`src/rtl/spmv_pkg.sv`:
```
// Shared types for the SpMV compute lane.
// Pipeline slots are sized for the widest supported lane.
package spmv_pkg;
   localparam int DIM_W_DEF   = 10;
   localparam int DATA_W_DEF  = 32;
   localparam int SLOT_DATA_W = 64;
   localparam int SLOT_ROW_W  = 32;

   typedef enum logic [1:0] {
      IDLE,
      ACC,
      FLUSH,
      DONE
   } lane_state_e;

   typedef struct packed {
      logic                   valid;
      logic [SLOT_ROW_W-1:0]  row;
      logic [SLOT_DATA_W-1:0] prod;
   } pipe_slot_t;
endpackage

```
`src/rtl/spmv_sync_fifo.sv`:
```
// Synchronous FIFO with combinational head and sticky last-read value.
// A pop on a full FIFO frees space for a same-cycle push.
module spmv_sync_fifo #(
   parameter int DATA_W = 32,
   parameter int DEPTH  = 64
) (
   input  logic              clk,
   input  logic              rst_n,
   input  logic              clr,
   input  logic              wr_valid,
   input  logic [DATA_W-1:0] wr_data,
   output logic              wr_ready,
   input  logic              rd_en,
   output logic [DATA_W-1:0] rd_data,
   output logic              empty
);
   localparam int AW = $clog2(DEPTH);

   logic [DATA_W-1:0] mem [DEPTH];
   logic [AW-1:0]     wptr;
   logic [AW-1:0]     rptr;
   logic [AW:0]       cnt;
   logic [DATA_W-1:0] last_q;
   logic              full;
   logic              do_push;
   logic              do_pop;

   assign full     = (cnt == (AW+1)'(DEPTH));
   assign empty    = (cnt == '0);
   assign wr_ready = !full;
   assign do_pop   = rd_en && !empty;
   assign do_push  = wr_valid && (!full || do_pop);
   assign rd_data  = empty ? last_q : mem[rptr];

   always_ff @(posedge clk) begin
      if (do_push) mem[wptr] <= wr_data;
   end

   always_ff @(posedge clk) begin
      if (!rst_n || clr) begin
         wptr   <= '0;
         rptr   <= '0;
         cnt    <= '0;
         last_q <= '0;
      end else begin
         if (do_push) wptr <= wptr + 1'b1;
         if (do_pop) begin
            rptr   <= rptr + 1'b1;
            last_q <= mem[rptr];
         end
         if (do_push && !do_pop) cnt <= cnt + 1'b1;
         else if (do_pop && !do_push) cnt <= cnt - 1'b1;
      end
   end
endmodule

```
`src/rtl/spmv_lane_pipe.sv`:
```
// SpMV lane: pipelined multiply, per-row accumulate, result handoff.
// Row results leave through a one-entry valid/ready register.
module spmv_lane_pipe
   import spmv_pkg::*;
#(
   parameter int DATA_W      = DATA_W_DEF,
   parameter int DIM_W       = DIM_W_DEF,
   parameter int MUL_LAT     = 4,
   parameter int RL_DEPTH    = 64,
   parameter bit SIGNED_MODE = 1'b0
) (
   input  logic              clk,
   input  logic              rst_n,
   input  logic              spmv_init,
   input  logic              in_valid,
   output logic              in_ready,
   input  logic [DATA_W-1:0] in_mval,
   input  logic [DATA_W-1:0] in_vval,
   input  logic [DIM_W-1:0]  in_row,
   input  logic              done_in,
   input  logic              rl_wr_valid,
   input  logic [DATA_W-1:0] rl_wr_data,
   output logic              rl_wr_ready,
   input  logic              rl_rd_en,
   output logic [DATA_W-1:0] rl_rd_data,
   output logic              rl_empty,
   output logic              res_valid,
   input  logic              res_ready,
   output logic [DIM_W-1:0]  res_row,
   output logic [DATA_W-1:0] res_data,
   output logic              lane_done,
   output logic [31:0]       nnz_cnt,
   output logic [31:0]       row_cnt
);
   logic                clr;
   logic                stall;
   logic                accept;
   logic [2*DATA_W-1:0] a_x;
   logic [2*DATA_W-1:0] b_x;
   logic [2*DATA_W-1:0] prod_full;
   logic [DATA_W-1:0]   prod;
   pipe_slot_t          pipe [MUL_LAT];
   pipe_slot_t          tail;
   logic [DATA_W-1:0]   t_prod;
   logic [DIM_W-1:0]    t_row;
   logic                pipe_empty;
   logic                unused_bits;

   lane_state_e         state, state_n;
   logic [DATA_W-1:0]   acc, acc_n;
   logic [DIM_W-1:0]    open_row, open_row_n;
   logic                open_vld, open_vld_n;
   logic                res_valid_n;
   logic [DIM_W-1:0]    res_row_n;
   logic [DATA_W-1:0]   res_data_n;

   assign clr       = !rst_n || spmv_init;
   assign stall     = res_valid && !res_ready;
   assign in_ready  = !stall && (state == IDLE || state == ACC);
   assign accept    = in_valid && in_ready;
   assign lane_done = (state == DONE) && !res_valid;

   // Low half of the product is the same for either sign; extend anyway.
   if (SIGNED_MODE) begin : g_sx
      assign a_x = {{DATA_W{in_mval[DATA_W-1]}}, in_mval};
      assign b_x = {{DATA_W{in_vval[DATA_W-1]}}, in_vval};
   end else begin : g_zx
      assign a_x = {{DATA_W{1'b0}}, in_mval};
      assign b_x = {{DATA_W{1'b0}}, in_vval};
   end
   assign prod_full = a_x * b_x;
   assign prod      = prod_full[DATA_W-1:0];

   always_ff @(posedge clk) begin
      if (clr) begin
         for (int i = 0; i < MUL_LAT; i++) pipe[i] <= '0;
      end else if (!stall) begin
         pipe[0].valid <= accept;
         pipe[0].row   <= SLOT_ROW_W'(in_row);
         pipe[0].prod  <= SLOT_DATA_W'(prod);
         for (int i = 1; i < MUL_LAT; i++) pipe[i] <= pipe[i-1];
      end
   end

   assign tail        = pipe[MUL_LAT-1];
   assign t_prod      = tail.prod[DATA_W-1:0];
   assign t_row       = tail.row[DIM_W-1:0];
   assign unused_bits = ^{tail.prod, tail.row};

   always_comb begin
      pipe_empty = 1'b1;
      for (int i = 0; i < MUL_LAT; i++)
         if (pipe[i].valid) pipe_empty = 1'b0;
   end

   always_comb begin
      state_n     = state;
      acc_n       = acc;
      open_row_n  = open_row;
      open_vld_n  = open_vld;
      res_valid_n = res_valid;
      res_row_n   = res_row;
      res_data_n  = res_data;
      if (res_valid && res_ready) res_valid_n = 1'b0;
      if (!stall && state != DONE && tail.valid) begin
         if (!open_vld) begin
            acc_n      = t_prod;
            open_row_n = t_row;
            open_vld_n = 1'b1;
         end else if (t_row == open_row) begin
            acc_n = acc + t_prod;
         end else begin
            res_valid_n = 1'b1;
            res_row_n   = open_row;
            res_data_n  = acc;
            acc_n       = t_prod;
            open_row_n  = t_row;
         end
      end
      unique case (state)
         IDLE: begin
            if (done_in) state_n = FLUSH;
            else if (!stall && tail.valid) state_n = ACC;
         end
         ACC: if (done_in) state_n = FLUSH;
         FLUSH: begin
            if (!stall && pipe_empty) begin
               if (open_vld) begin
                  res_valid_n = 1'b1;
                  res_row_n   = open_row;
                  res_data_n  = acc;
               end
               open_vld_n = 1'b0;
               state_n    = DONE;
            end
         end
         DONE: state_n = DONE;
         default: state_n = IDLE;
      endcase
   end

   always_ff @(posedge clk) begin
      if (clr) begin
         state     <= IDLE;
         acc       <= '0;
         open_row  <= '0;
         open_vld  <= 1'b0;
         res_valid <= 1'b0;
         res_row   <= '0;
         res_data  <= '0;
         nnz_cnt   <= '0;
         row_cnt   <= '0;
      end else begin
         state     <= state_n;
         acc       <= acc_n;
         open_row  <= open_row_n;
         open_vld  <= open_vld_n;
         res_valid <= res_valid_n;
         res_row   <= res_row_n;
         res_data  <= res_data_n;
         if (accept) nnz_cnt <= nnz_cnt + 32'd1;
         if (res_valid && res_ready) row_cnt <= row_cnt + 32'd1;
      end
   end

   spmv_sync_fifo #(
      .DATA_W (DATA_W),
      .DEPTH  (RL_DEPTH)
   ) u_rl_fifo (
      .clk      (clk),
      .rst_n    (rst_n),
      .clr      (spmv_init),
      .wr_valid (rl_wr_valid),
      .wr_data  (rl_wr_data),
      .wr_ready (rl_wr_ready),
      .rd_en    (rl_rd_en),
      .rd_data  (rl_rd_data),
      .empty    (rl_empty)
   );
endmodule

```
`config.mk`:
```
export PLATFORM = sky130hd
export DESIGN_NAME = spmv_lane_pipe
export DESIGN_NICKNAME = d
export VERILOG_FILES = /design/src/rtl/spmv_pkg.sv /design/src/rtl/spmv_sync_fifo.sv /design/src/rtl/spmv_lane_pipe.sv
export SDC_FILE = /design/constraint.sdc
export NUM_CORES = 2
export LEC_CHECK = 0
export BUFFER_PORTS_ARGS = -buffer_cell sky130_fd_sc_hd__buf_2
export CAP_MARGIN = 20
export CORE_UTILIZATION = 45
export CTS_CLUSTER_DIAMETER = 150
export CTS_CLUSTER_SIZE = 30
export DETAILED_ROUTE_END_ITERATION = 10
export GPL_TIMING_DRIVEN = 0
export SYNTH_ARGS = -nofsm -noshare
export SYNTH_HDL_FRONTEND = slang
export SYNTH_HIERARCHICAL = 1
export SYNTH_SLANG_ARGS = --single-unit
```
`constraint.sdc`:
```
create_clock -name clk -period 13.9 [get_ports clk]
set_input_delay 2.78 -clock clk [delete_from_list [all_inputs] [get_ports clk]]
set_output_delay 2.78 -clock clk [all_outputs]
set_load 0.01 [all_outputs]
```
; Yosys cells after proc, flatten, opt, wreduce, memory -nomap -nowiden
; Memory sizes are Yosys's and may differ from the RTL's. A register that Yosys moved wholly into a read port is not among the register bits.
; Index checks and enable logic that the tools add are counted.
[op_classes]
n_reduce_logical = 29
add_sub_neg = 7
n_eq_ne = 10
mul = 1
n_bitwise = 6
muxes = 53
[op_table]
columns = op, count
row1 = two-way mux 32 bit, 10
row2 = two-way mux 97 bit, 3
row3 = two-way mux 10 bit, 8
row4 = adder 32 x 1 -> 32 bit (second input constant), 2
row5 = two-way mux 64 bit, 1
row6 = adder 32 bit, 1
row7 = multiplier 32 x 32 -> 32 bit, 1
row8 = two-way mux 1 bit, 22
row9 = two-way mux 7 bit, 2
row10 = logical AND 1 bit, 13
row11 = adder 6 x 1 -> 6 bit (second input constant), 2
row12 = two-way mux 6 bit, 2
row13 = == test 10 bit, 1
row14 = zero test 1 bit, 8
row15 = two-way mux 2 bit, 4
row16 = inequality test 2 bit (second input constant), 4
row17 = case mux 2 bit (4 select lines), 1
row18 = adder 7 x 1 -> 7 bit (second input constant), 1
row19 = == test 7 bit (second input constant), 1
row20 = zero test 7 bit, 1
row21 = subtractor 7 x 1 -> 7 bit (second input constant), 1
row22 = OR 1 bit, 6
row23 = == test 2 bit (second input constant), 2
row24 = logical OR 1 bit, 3
row25 = other kinds (6), 6
[totals]
register_bits = 203
n_memories = 2
ram_bits = 2436
elab_cells = 121
output_inout_bits = 143
inputBits = 114
[mem_list]
columns = name, depth, width, rd, rd_ports_with_merged_regs, write_ports, line_no
row1 = u_rl_fifo.mem, 64, 32, 1, 1, 1, spmv_sync_fifo.sv:19  ; logic [DATA_W-1:0] mem [DEPTH];
row2 = pipe, 4, 97, 4, 0, 4, spmv_lane_pipe.sv:42  ; pipe_slot_t pipe [MUL_LAT];

; Longest topological paths before layout
[logic_depth]
depth_word = 9
ltp_mapped = 29
mapped_depth_nobuf = 26

; Hierarchy
; Netlist, hierarchy kept.
[modules_own_cells]
columns = mod, seq_area_each_um2, area_each_um2, n_inst, cells_per_inst
row1 = spmv_sync_fifo, 62640.1, 81511.9, 1, 4439
row2 = spmv_lane_pipe, 8207.9, 29689.7, 1, 3035

; Worst setup path after synthesis
; OpenSTA, ideal clock, no wires.
[synth_path]
path_kind = input to register
startpoint = input in_vval[2]
endpoint = memory pipe[0][30] (netlist name) (data pin)
cell_stages = 26
t_required_ns = 13.637
setup_time_ns = 0.263
n_path_buf = 3
t_arrival_ns = 9.213
path_slack_ns = 4.424
cell_sequence = clkbuf_1 clkbuf_1 nand2_1 fa_1 fa_1 fa_1 fa_1 inv_1 fa_1 fa_1 inv_1 fa_1 inv_1 fa_1 ha_1 clkbuf_1 a21o_1 a21o_1 a221oi_1 nand2_1 a41oi_1 o31ai_1 o21ai_0 a31oi_1 o21ai_0 o31ai_1
[synth_rtl]
columns = element, line_no
row1 = start: declaration, spmv_lane_pipe.sv:18  ; input logic [DATA_W-1:0] in_vval,
row2 = end: declaration, spmv_lane_pipe.sv:42

==> flow_summary.yaml <==
clock_tree:
  cts_root_buffer: "clkbuf_16"
  cts_setup_buffers: 0
  clock-sinks: 2429
  hold_buffers: 0
  cts_tree: "done"
  numCtsBuffers: 92
  clk_pin_slew_ns: 0.11
  cts_buffer_depth: 3
  clk_latency_ns: 0.81
  cts_resized: 0
  htreeDepth: 3
pwr:
  internal_power_mw: 13.7
  power.switching_mw: 9.14
  vdd_drop_max_mv: 0.522
  swShare_pct: 40.0
  cellPowerDensity_mw_per_mm2: 188
  p_clk_share_pct: 15.2
  combPwrFrac_pct: 49.1
  seqPwrFrac_pct: 35.7
  p_leak_nw: 41.0
sta:
  setup_ws_ns: 3.81
  hold_viol: 0
  hold_ws_ns: 0.464
  setup_viol_count_final: 0
  finalSetupTns_ns: 0
  finalCriticalPeriod_ns: 10.09
  slew_violations: 0
  fin_skew_ns: 0.0682
  slew_headroom_pct: 11.3
  rsz0062_at_grt: "no"
  fin_crit_sh_pct: 72.6
  max_freq_ghz: 0.0991
  tightest_slew_ns: 1.32
flow_run:
  drv_cap: 0
setup_path:
  slowest_stage: "clkbuf_1"
  crit_path_start_kind: "input pin"
  cp_max_fo: 10
  critPathKind: "input pin to register"
  crit_required_ns: 14.45
  worstPathArrival_ns: 10.64
  slowest_delay_ns: 0.88
  worstSetupEndpointType: "register"
  cp_common_cell: "fa_1"
logic_synthesis:
  yosys_most_used_dff: "edfxtp_1"
  synth_cells: 7474
  syn_area_mm2: 0.111
  syn_avg_cell_area_um2: 14.9
  yosys-top-cells-area: "edfxtp_1 (60%), mux2i_1 (7.8%), fa_1 (7.4%)"
  synth_top_area_cell: "edfxtp_1"
  ys_warn_count: 6
  ys_seq_elements: 2429
  synth_async_sr_flop_share_pct: 0
  syn-num-nets: 8163
  synth-edff-count: 2220
  synth_top_area_share_pct: 59.9
  yosysUniqueCellTypes: 90
  ys_seq_area_share_pct: 63.7
global_routing:
  grt_overflow_total: 0
  grt_pass1_wl_um: 474000
  antenna_found_initial: 30
  grt_max_degree: 75
  grt_pass1_vias: 64100
  track_usage_pct: 26.6
outcome:
  status: "complete, no violations"
die:
  start_util_pct: 45.3
  die_x_um: 499
  io_pins: 257
  die_h_um: 499
  placementRows: 182
  fp.coreArea_mm2: 0.246
  die-area_mm2: 0.249
cells_and_area:
  final_cell_count_no_fill: 11200
  drive_gt1_share_pct: 10.5
  nNetsFinal: 8621
  area_growth_pct: 9.67
placed_design:
  io_buffers: 249
  gp_congestion: 0.932
  dpl.hpwl_um: 241000
  placed_cells: 11000
  dpl_worst_slack_ns: 3.10
routing:
  dr_total_vias: 66400
  wirelength_um: 337000
  detail-route-antenna-nets: 0
  viasPerCell: 5.92
  drt_pass1_iterations: 8
  drc: 0
  wl_per_cell_um: 30.1
  drt_iter0_markers: 8216
worst_hold_path:
  hp-class: "register to register"
## cells in the final DEF, fill, tap and decap left out, drive strengths merged, types with 9 or more instances in the layout
cell and count:
a211oi 24, a21o 26, a21oi 98, a22oi 217
and2 314, and3 166, buf 532, clkbuf 391
dfxtp 209, diode 9, edfxtp 2220, fa 410
ha 165, inv 411, mux2i 865, mux4 112
nand2 440, nand2b 11, nand3 147, nand4 64
nor2 361, nor2b 49, nor3 51, o2111ai 15
o211ai 27, o21a 11, o21ai 180, o22a 26
o22ai 114, o31ai 26, or3 28, xnor2 87
xor2 87
## flip-flops by register name, indices dropped and copies added, names as in the netlist, named ones only
register	cells
acc	32
nnz_cnt	32
open_row	10
open_vld	1
pipe	172
res_valid	1
row_cnt	32
state	2
u_rl_fifo/cnt	7
u_rl_fifo/last_q	32
u_rl_fifo/mem	2048
u_rl_fifo/rptr	6
u_rl_fifo/wptr	6
## Yosys cell counts (all sizes together) (166+ instances only)
library cell,instances
a22oi,217
and2,314
and3,166
buf,168
clkbuf,251
dfxtp,209
edfxtp,2220
fa,410
inv,408
mux2i,865
nand2,440
nor2,361
o21ai,180
## critical path: cells and delay by family
kind | cells | cell delay, ns
adders and majority gates | 9 | 3.60
buffers and inverters | 9 | 2.23
AOI/OAI and AO/OA | 9 | 1.75
and+or+nand+nor | 2 | 0.24
## through the flow
stage	utilization (%)	total power [mW]	area [um2]
after floorplan	-	15.5	111000
after global placement	47.4	19.2	116000
after detailed placement	48.5	19.4	119000
after CTS	49.5	22.8	122000
after global routing	49.6	24.3	122000
final	49.6	22.9	122000
## power groups by stage
stage / sequential, mW / combinational, mW / clock [mW]
4_1_cts: 8.16 / 11.1 / 3.54
3_3_place_gp: 8.33 / 10.9 / 0
5_1_grt: 8.17 / 12.4 / 3.76
2_1_floorplan: 8.32 / 7.17 / 0
3_5_place_dp: 8.33 / 11.1 / 0
6_report: 8.16 / 11.2 / 3.49
## routing by layer
metal | global-route usage (%) | routed length, um | up-vias
met5 | 0 | 74 | -
met4 | 8.07 | 11600 | 12
met3 | 5.17 | 32900 | 509
met2 | 40.8 | 151000 | 3137
met1 | 38.4 | 141000 | 34500
li1 | - | - | 28300
## worst paths after layout
check                           depth (start not counted)                   end            startpoint  slack (ns)
worst min-delay path                                    2  u_rl_fifo/last_q[26]  u_rl_fifo/last_q[26]        0.46
worst min register to register                          2  u_rl_fifo/last_q[26]  u_rl_fifo/last_q[26]        0.46
worst max register to register                         10  u_rl_fifo/last_q[21]              register        9.36
worst max-delay path                                   29           pipe[0][30]            in_mval[3]        3.81
## final cells by class
cell class / count / area, um2
multi-input combinational: 4218 / 37300
antenna: 9 / 22.5
fill: 20600 / 124000
inverter: 408 / 1530
timing repair buffer: 364 / 3520
clock buffer: 140 / 2480
buffer: 419 / 2000
sequential: 2429 / 70800
tap: 3220 / 4030
clock inverter: 9 / 211
## cell families (layout without fill, tap and decap cells)
family	count (synthesis)	after routing	share of synthesized area [%]
multiplexers	983	983	10.1
other	0	9	0
buffers and inverters	827	1340	3.18
AO/OA/AOI/OAI	820	820	4.93
XOR/XNOR	174	174	1.37
flip-flops	2429	2429	63.7
AND/OR/NAND/NOR	1666	1666	7.46
adder cells (fa/ha/maj)	575	575	9.24
Power figures use the tool's default switching activity.
